`src/rtl/peripheral_gpio_debounce.sv`:
```
// Per-pin pad input conditioner: multi-flop synchroniser, per-bit stability-counter
// glitch filter with optional bypass, and registered one-cycle rise/fall pulses.
module peripheral_gpio_debounce #(
  parameter int PDATA_SIZE  = 8,
  parameter int CNT_SIZE    = 8,
  parameter int SYNC_STAGES = 2
) (
  input  logic                  PCLK,
  input  logic                  PRESET,
  input  logic [PDATA_SIZE-1:0] pad_i,
  input  logic [PDATA_SIZE-1:0] filt_en,
  input  logic [CNT_SIZE-1:0]   threshold,
  output logic [PDATA_SIZE-1:0] gpio_o,
  output logic [PDATA_SIZE-1:0] rise_o,
  output logic [PDATA_SIZE-1:0] fall_o
);

  logic [PDATA_SIZE-1:0] sync_q [SYNC_STAGES];
  logic [PDATA_SIZE-1:0] sync_d [SYNC_STAGES];
  logic [CNT_SIZE-1:0]   cnt_q  [PDATA_SIZE];
  logic [CNT_SIZE-1:0]   cnt_d  [PDATA_SIZE];
  logic [PDATA_SIZE-1:0] gpio_q, gpio_d;
  logic [PDATA_SIZE-1:0] rise_q, rise_d;
  logic [PDATA_SIZE-1:0] fall_q, fall_d;
  logic [PDATA_SIZE-1:0] sync_s;
  logic [CNT_SIZE-1:0]   thr_m1;
  logic                  thr_zero;

  // Saturating increment; the commit compare normally stops the count first,
  // this only guards against wrapping if threshold moves around mid-count.
  function automatic logic [CNT_SIZE-1:0] cnt_inc(input logic [CNT_SIZE-1:0] c);
    logic [CNT_SIZE-1:0] r;
    if (&c) r = c;
    else    r = c + CNT_SIZE'(1);
    return r;
  endfunction

  assign sync_s   = sync_q[SYNC_STAGES-1];
  assign thr_zero = (threshold == '0);
  assign thr_m1   = threshold - CNT_SIZE'(1);

  always_comb begin
    sync_d[0] = pad_i;
    for (int i = 1; i < SYNC_STAGES; i++) begin
      sync_d[i] = sync_q[i-1];
    end
  end

  // Filter decision per bit: bypass, stable, commit, or keep counting.
  always_comb begin
    gpio_d = gpio_q;
    for (int n = 0; n < PDATA_SIZE; n++) begin
      cnt_d[n] = '0;
      if (!filt_en[n] || thr_zero) begin
        gpio_d[n] = sync_s[n];
      end else if (sync_s[n] != gpio_q[n]) begin
        if (cnt_q[n] >= thr_m1) begin
          gpio_d[n] = sync_s[n];
        end else begin
          cnt_d[n] = cnt_inc(cnt_q[n]);
        end
      end
    end
    rise_d = gpio_d & ~gpio_q;
    fall_d = ~gpio_d & gpio_q;
  end

  always_ff @(posedge PCLK or posedge PRESET) begin
    if (PRESET) begin
      for (int i = 0; i < SYNC_STAGES; i++) begin
        sync_q[i] <= '0;
      end
      for (int n = 0; n < PDATA_SIZE; n++) begin
        cnt_q[n] <= '0;
      end
      gpio_q <= '0;
      rise_q <= '0;
      fall_q <= '0;
    end else begin
      for (int i = 0; i < SYNC_STAGES; i++) begin
        sync_q[i] <= sync_d[i];
      end
      for (int n = 0; n < PDATA_SIZE; n++) begin
        cnt_q[n] <= cnt_d[n];
      end
      gpio_q <= gpio_d;
      rise_q <= rise_d;
      fall_q <= fall_d;
    end
  end

  assign gpio_o = gpio_q;
  assign rise_o = rise_q;
  assign fall_o = fall_q;

endmodule

```
`config.mk`:
```
export PLATFORM = sky130hd
export DESIGN_NAME = peripheral_gpio_debounce
export DESIGN_NICKNAME = d
export VERILOG_FILES = /design/src/rtl/peripheral_gpio_debounce.sv
export SDC_FILE = /design/constraint.sdc
export NUM_CORES = 1
export LEC_CHECK = 0
export ABC_AREA = 0
export CORE_UTILIZATION = 59
export CTS_CLUSTER_DIAMETER = 80
export DETAILED_ROUTE_END_ITERATION = 16
export PLACE_DENSITY_LB_ADDON = 0.08
export SETUP_SLACK_MARGIN = 0.5
export SYNTH_ARGS = -nofsm -noshare
export SYNTH_HDL_FRONTEND = slang
export SYNTH_SLANG_ARGS = --single-unit
```
`constraint.sdc`:
```
create_clock -name PCLK -period 3.6 [get_ports PCLK]
set_clock_uncertainty 0.1 [all_clocks]
set_input_delay 0.54 -clock PCLK [delete_from_list [all_inputs] [get_ports PCLK]]
set_output_delay 0.54 -clock PCLK [all_outputs]
set_load 0.01 [all_outputs]
```
Word level (Yosys, flattened, before mapping)
Cells that the tools add are included.
- add/subtract/negate cells: 9
- $lt $le $gt $ge: 8
- equal/unequal tests: 16
- muxes and demuxes: 56
- bitwise operators: 4
- reductions and logical operators: 25
- operators by type and width (operator ; count):
    2-to-1 mux 8 bit ; 32
    adder 8 x 1 -> 8 bit (second input constant) ; 8
    greater-or-equal comparator 8 bit ; 8
    AND reduction 8 bit ; 8
    != test 4 bit (second input constant) ; 8
    2-to-1 mux 1 bit ; 24
    AND 8 bit ; 2
    inverter 8 bit ; 2
    logical NOT 1 bit ; 8
    logical NOT 8 bit ; 1
    logical OR 1 bit ; 8
    != test 1 bit ; 8
    subtractor 8 x 1 -> 8 bit (second input constant) ; 1
- register bits after elaboration: 104
- bits of input ports: 26
- output and inout bits: 24
- logic and storage cells: 131

Depth between registers and ports, before layout
- word-level depth: 7
- gate-level depth with buffers: 12
- depth with buffers taken out: 11

Worst setup path before layout
OpenSTA, ideal clock, no wires.
- kind: input to register
- start point: in threshold[0]
- end point: reg cnt_q[22] in the netlist's numbering
- library setup time: 80 ps
- arrival: 2984 ps
- required time: 3420 ps
- slack: 435 ps
- stages on the path: 12
- buffers on the path: 1
- cell sequence: inv_1 -> ha_1 -> xnor2_1 -> ha_1 -> o21ai_0 -> a21oi_1 -> nor3_1 -> o21ai_0 -> o211a_1 -> or4_4 -> buf_6 -> nor3_2
- word-level cells in the longest chain between the ends: 5
- elaborated cells on any way between the ends: 8
- those cells by class: add/sub (1); order compare (1); eq/ne (1); mux (3); reduce/logical (2)
- ends and longest elaborated chain (what ; RTL line ; source):
    from (decl) ; 12 ; input logic [CNT_SIZE-1:0] threshold,
    subtractor 8 x 1 -> 8 bit ; 40 ; assign thr_m1 = threshold - CNT_SIZE'(1);
    greater-or-equal comparator 8 bit ; 57 ; if (cnt_q[n] >= thr_m1) begin
    2-to-1 mux 8 bit ; 57 ;
    2-to-1 mux 8 bit ; 56 ; end else if (sync_s[n] != gpio_q[n]) begin
    2-to-1 mux 8 bit ; 54 ; if (!filt_en[n] || thr_zero) begin
    to (signal, indexed assignment) ; 84 ; cnt_q[n] <= cnt_d[n];
    to (decl) ; 20 ; logic [CNT_SIZE-1:0] cnt_q [PDATA_SIZE];
Parallel ways exist; a longest one is shown, timed or not.
A chain may end at the register's enable or synchronous reset.

Final worst setup path
- start point: in threshold[5]
- end point: reg cnt_q[20] in the netlist's numbering
Same word-level chain as after synthesis.

==> results.tsv <==
metric	value	unit
share of cells above drive strength 1	15.2	%
Inst Count DP	809	
DRT iter0 DRCs	301	
flop2flop setup slack	0.96	ns
min setup slack post-route	0.603	ns
Startpoint Class	primary input	
Fin Hold WS	0.256	ns
number of global-route vias before repair	4824	
Critical Path Sink Type	register	
WL final	13.7	mm
cells after synthesis	602	
I/O Buffers	49	
H-tree levels	3	
Synth Flop Type	dfrtp_1	
total DRC errors in the routed layout	0	
commonest non-fill, non-tap cell in the layout	dfrtp_1	
Core Box Area	9820	µm²
clk slew on worst S/H paths	0.10	ns
reg2reg start	cnt_q[0]	
worst path required time	3.79	ns
CTS Root Cell	clkbuf_8	
first-pass iteration count of the detailed router	5	
# nets final	771	
Cell Area, Synth	6010	µm²
Worst-Skew Late Latency	0.37	ns
CP arrival	3.19	ns
FF-to-FF path depth	10	
Setup TNS	0	ns
final setup fails	0	
max_cap viols	0	
Yosys cell types	56	
reg-to-reg endpoint	cnt_q[1]	
# hold bufs at CTS	0	
routed vias	5036	
Tot GR Track Use	27.6	%
final slew viol count	0	
VDD IR max	0.327	mV
count of final hold-check violations	0	
CP most frequent cell	or4_1	
critical-path cell list	dlygate4sd2_1, or4_1, or4_1, and2_4, maj3_1, or4_4, nor3_2	
dpl ws	-0.0233	ns
Routability Congestion	0.850	
Initial Util	61.3	%
first-pass GRT wire length	22.4	mm
Slew headroom	64.2	%
Top Ports	50	
sequential element share of the synthesized area	43.3	%
std cell rows	36	
worst slew pin tran	0.536	ns
period utilisation layout	83.2	%
initial antenna violation count	0	
die height	103	µm
Hold Path Class	register to register	
largest net degree at the start of global routing	105	
die area	10600	µm²
commonest cells after routing, fill and taps aside	dfrtp_1 (104), nor2_1 (69), ha_1 (48)	
DR vias/cell	6.05	
outcome	completed	
slowest CP cell	or4_4	
hold endpoint	sync_s[5]	
Syn. warnings	0	
Finished Layout Cells	832	
DP Wirelength	9.62	mm
Highest Clock Rate	334	MHz
syn_nets	678	
RSZ-0062 raised after global routing	no	
max incr delay on CP	0.62	ns
area delta synth->final	22.1	%
worst hold path cell count	0	
Seq cells post-synth	104	
CTS max path bufs	2	
Period minus WS final	3.00	ns
TritonCTS buffer count	9	
Mapped Avg Cell Area	9.99	µm²
Die Width	103	µm
worst hold start	sync_d[5]	
Fillers	685	
EDFF count, synth	0	
Clock Sinks	104	
Leak Pwr	0.00335	µW
TritonCTS clock tree	yes	
asr flop ratio synth	100	%
maximum fanout along the worst path	8	
Setup Crit Path Kind	primary input to register	
diode count	0	
Routed WL per cell	16.5	µm
GRT overflow	0	
number of antenna-violating nets in the routed design	0	
PD cells	352	nW/µm²
==> cell type report <==
class	count	area, µm²	share of cell area (%)
clock buffer	10	138	1.87
clock inverter	5	81.3	1.11
inverter	15	60.1	0.818
multi-input combinational	465	3390	46.1
sequential	104	2600	35.5
tap	133	166	2.27
timing repair buffer	100	906	12.3
==> critical path: cells and delay by family <==
kind	cells	cell delay (ns)
buffers and inverters	1	0.28
adders and majority gates	1	0.33
and+or+nand+nor	5	2.03
==> registers in the layout, indices dropped and copies added, names as in the netlist <==
signal	cells
cnt_q	64
fall_o	8
gpio_o	8
rise_o	8
sync_d	8
sync_s	8
==> cell usage after synthesis (4+ instances only) <==
library cell	count	area share [%]
clkbuf_1	12	0.75
o21ai_1	4	0.33
nand4_1	4	0.42
and3_1	20	2.1
nand2_1	27	1.7
xnor3_1	4	1.5
xnor2_1	15	2.2
nor2_1	71	4.4
nor4_1	4	0.42
and4_1	5	0.73
o211ai_1	5	0.62
a21oi_1	20	1.7
o22ai_1	4	0.42
o21ai_0	30	2.5
xor2_1	13	1.9
nor3_1	14	1.2
nor3b_1	12	1.5
dfrtp_1	104	43
a211o_1	9	1.3
a221oi_1	4	0.58
and2_1	6	0.62
nand2b_1	4	0.42
a21o_1	8	1.0
ha_1	50	10
a31oi_1	17	1.8
mux2_2	6	1.1
a211oi_1	10	1.2
inv_1	15	0.94
nand3_1	39	3.2
mux2i_1	11	1.8
o21a_1	6	0.75
==> where the power goes <==
part           internal, µW  switching (µW)
clock                   407             389
combinational           260             245
sequential             1220            60.6
total                  1890             695
==> logic make-up after synthesis <==
logic type	after synthesis	share of synthesized area (%)
simple gates	224	19.1
compound gates	141	16.1
flops	104	43.3
fa+ha+maj	51	10.6
buf+inv	33	2.50
xor+xnor	32	5.58
mux	17	2.95
==> stage by stage <==
| stage | total power, µW | area (µm²) | util (%) |
|---|---|---|---|
| floorplan | 1570 | 6030 | - |
| CTS | 2590 | 7260 | 73.9 |
| global placement | 1750 | 6930 | 70.6 |
| detailed placement | 1770 | 6930 | 70.6 |
| global route | 2710 | 7340 | 74.8 |
| finish | 2580 | 7340 | 74.8 |
==> routing by layer <==
layer	GRT usage [%]	share of wire [%]
met5	0	0
met4	11.1	2.4
met3	4.68	4.7
met2	44.8	48
met1	37.0	45
==> timing repair <==
| action | CTS | global route |
|---|---|---|
| pin swaps | 10 | 4 |
| endpoints found under the setup margin | 48 | 72 |
| resized for setup | 21 | 14 |
| buffers inserted | 5 | 3 |
==> how the worst max path moves through the flow <==
stage,startpoint,endpoint,cells after the start
after floorplan,threshold[0],cnt_q[22],11
after global placement,threshold[0],gpio_o[3],11
after detailed placement,threshold[0],cnt_q[11],14
after CTS,threshold[0],gpio_o[7],10
after global routing,threshold[5],cnt_q[22],7
final,threshold[5],cnt_q[20],7
(Power assumes the default switching activity.)
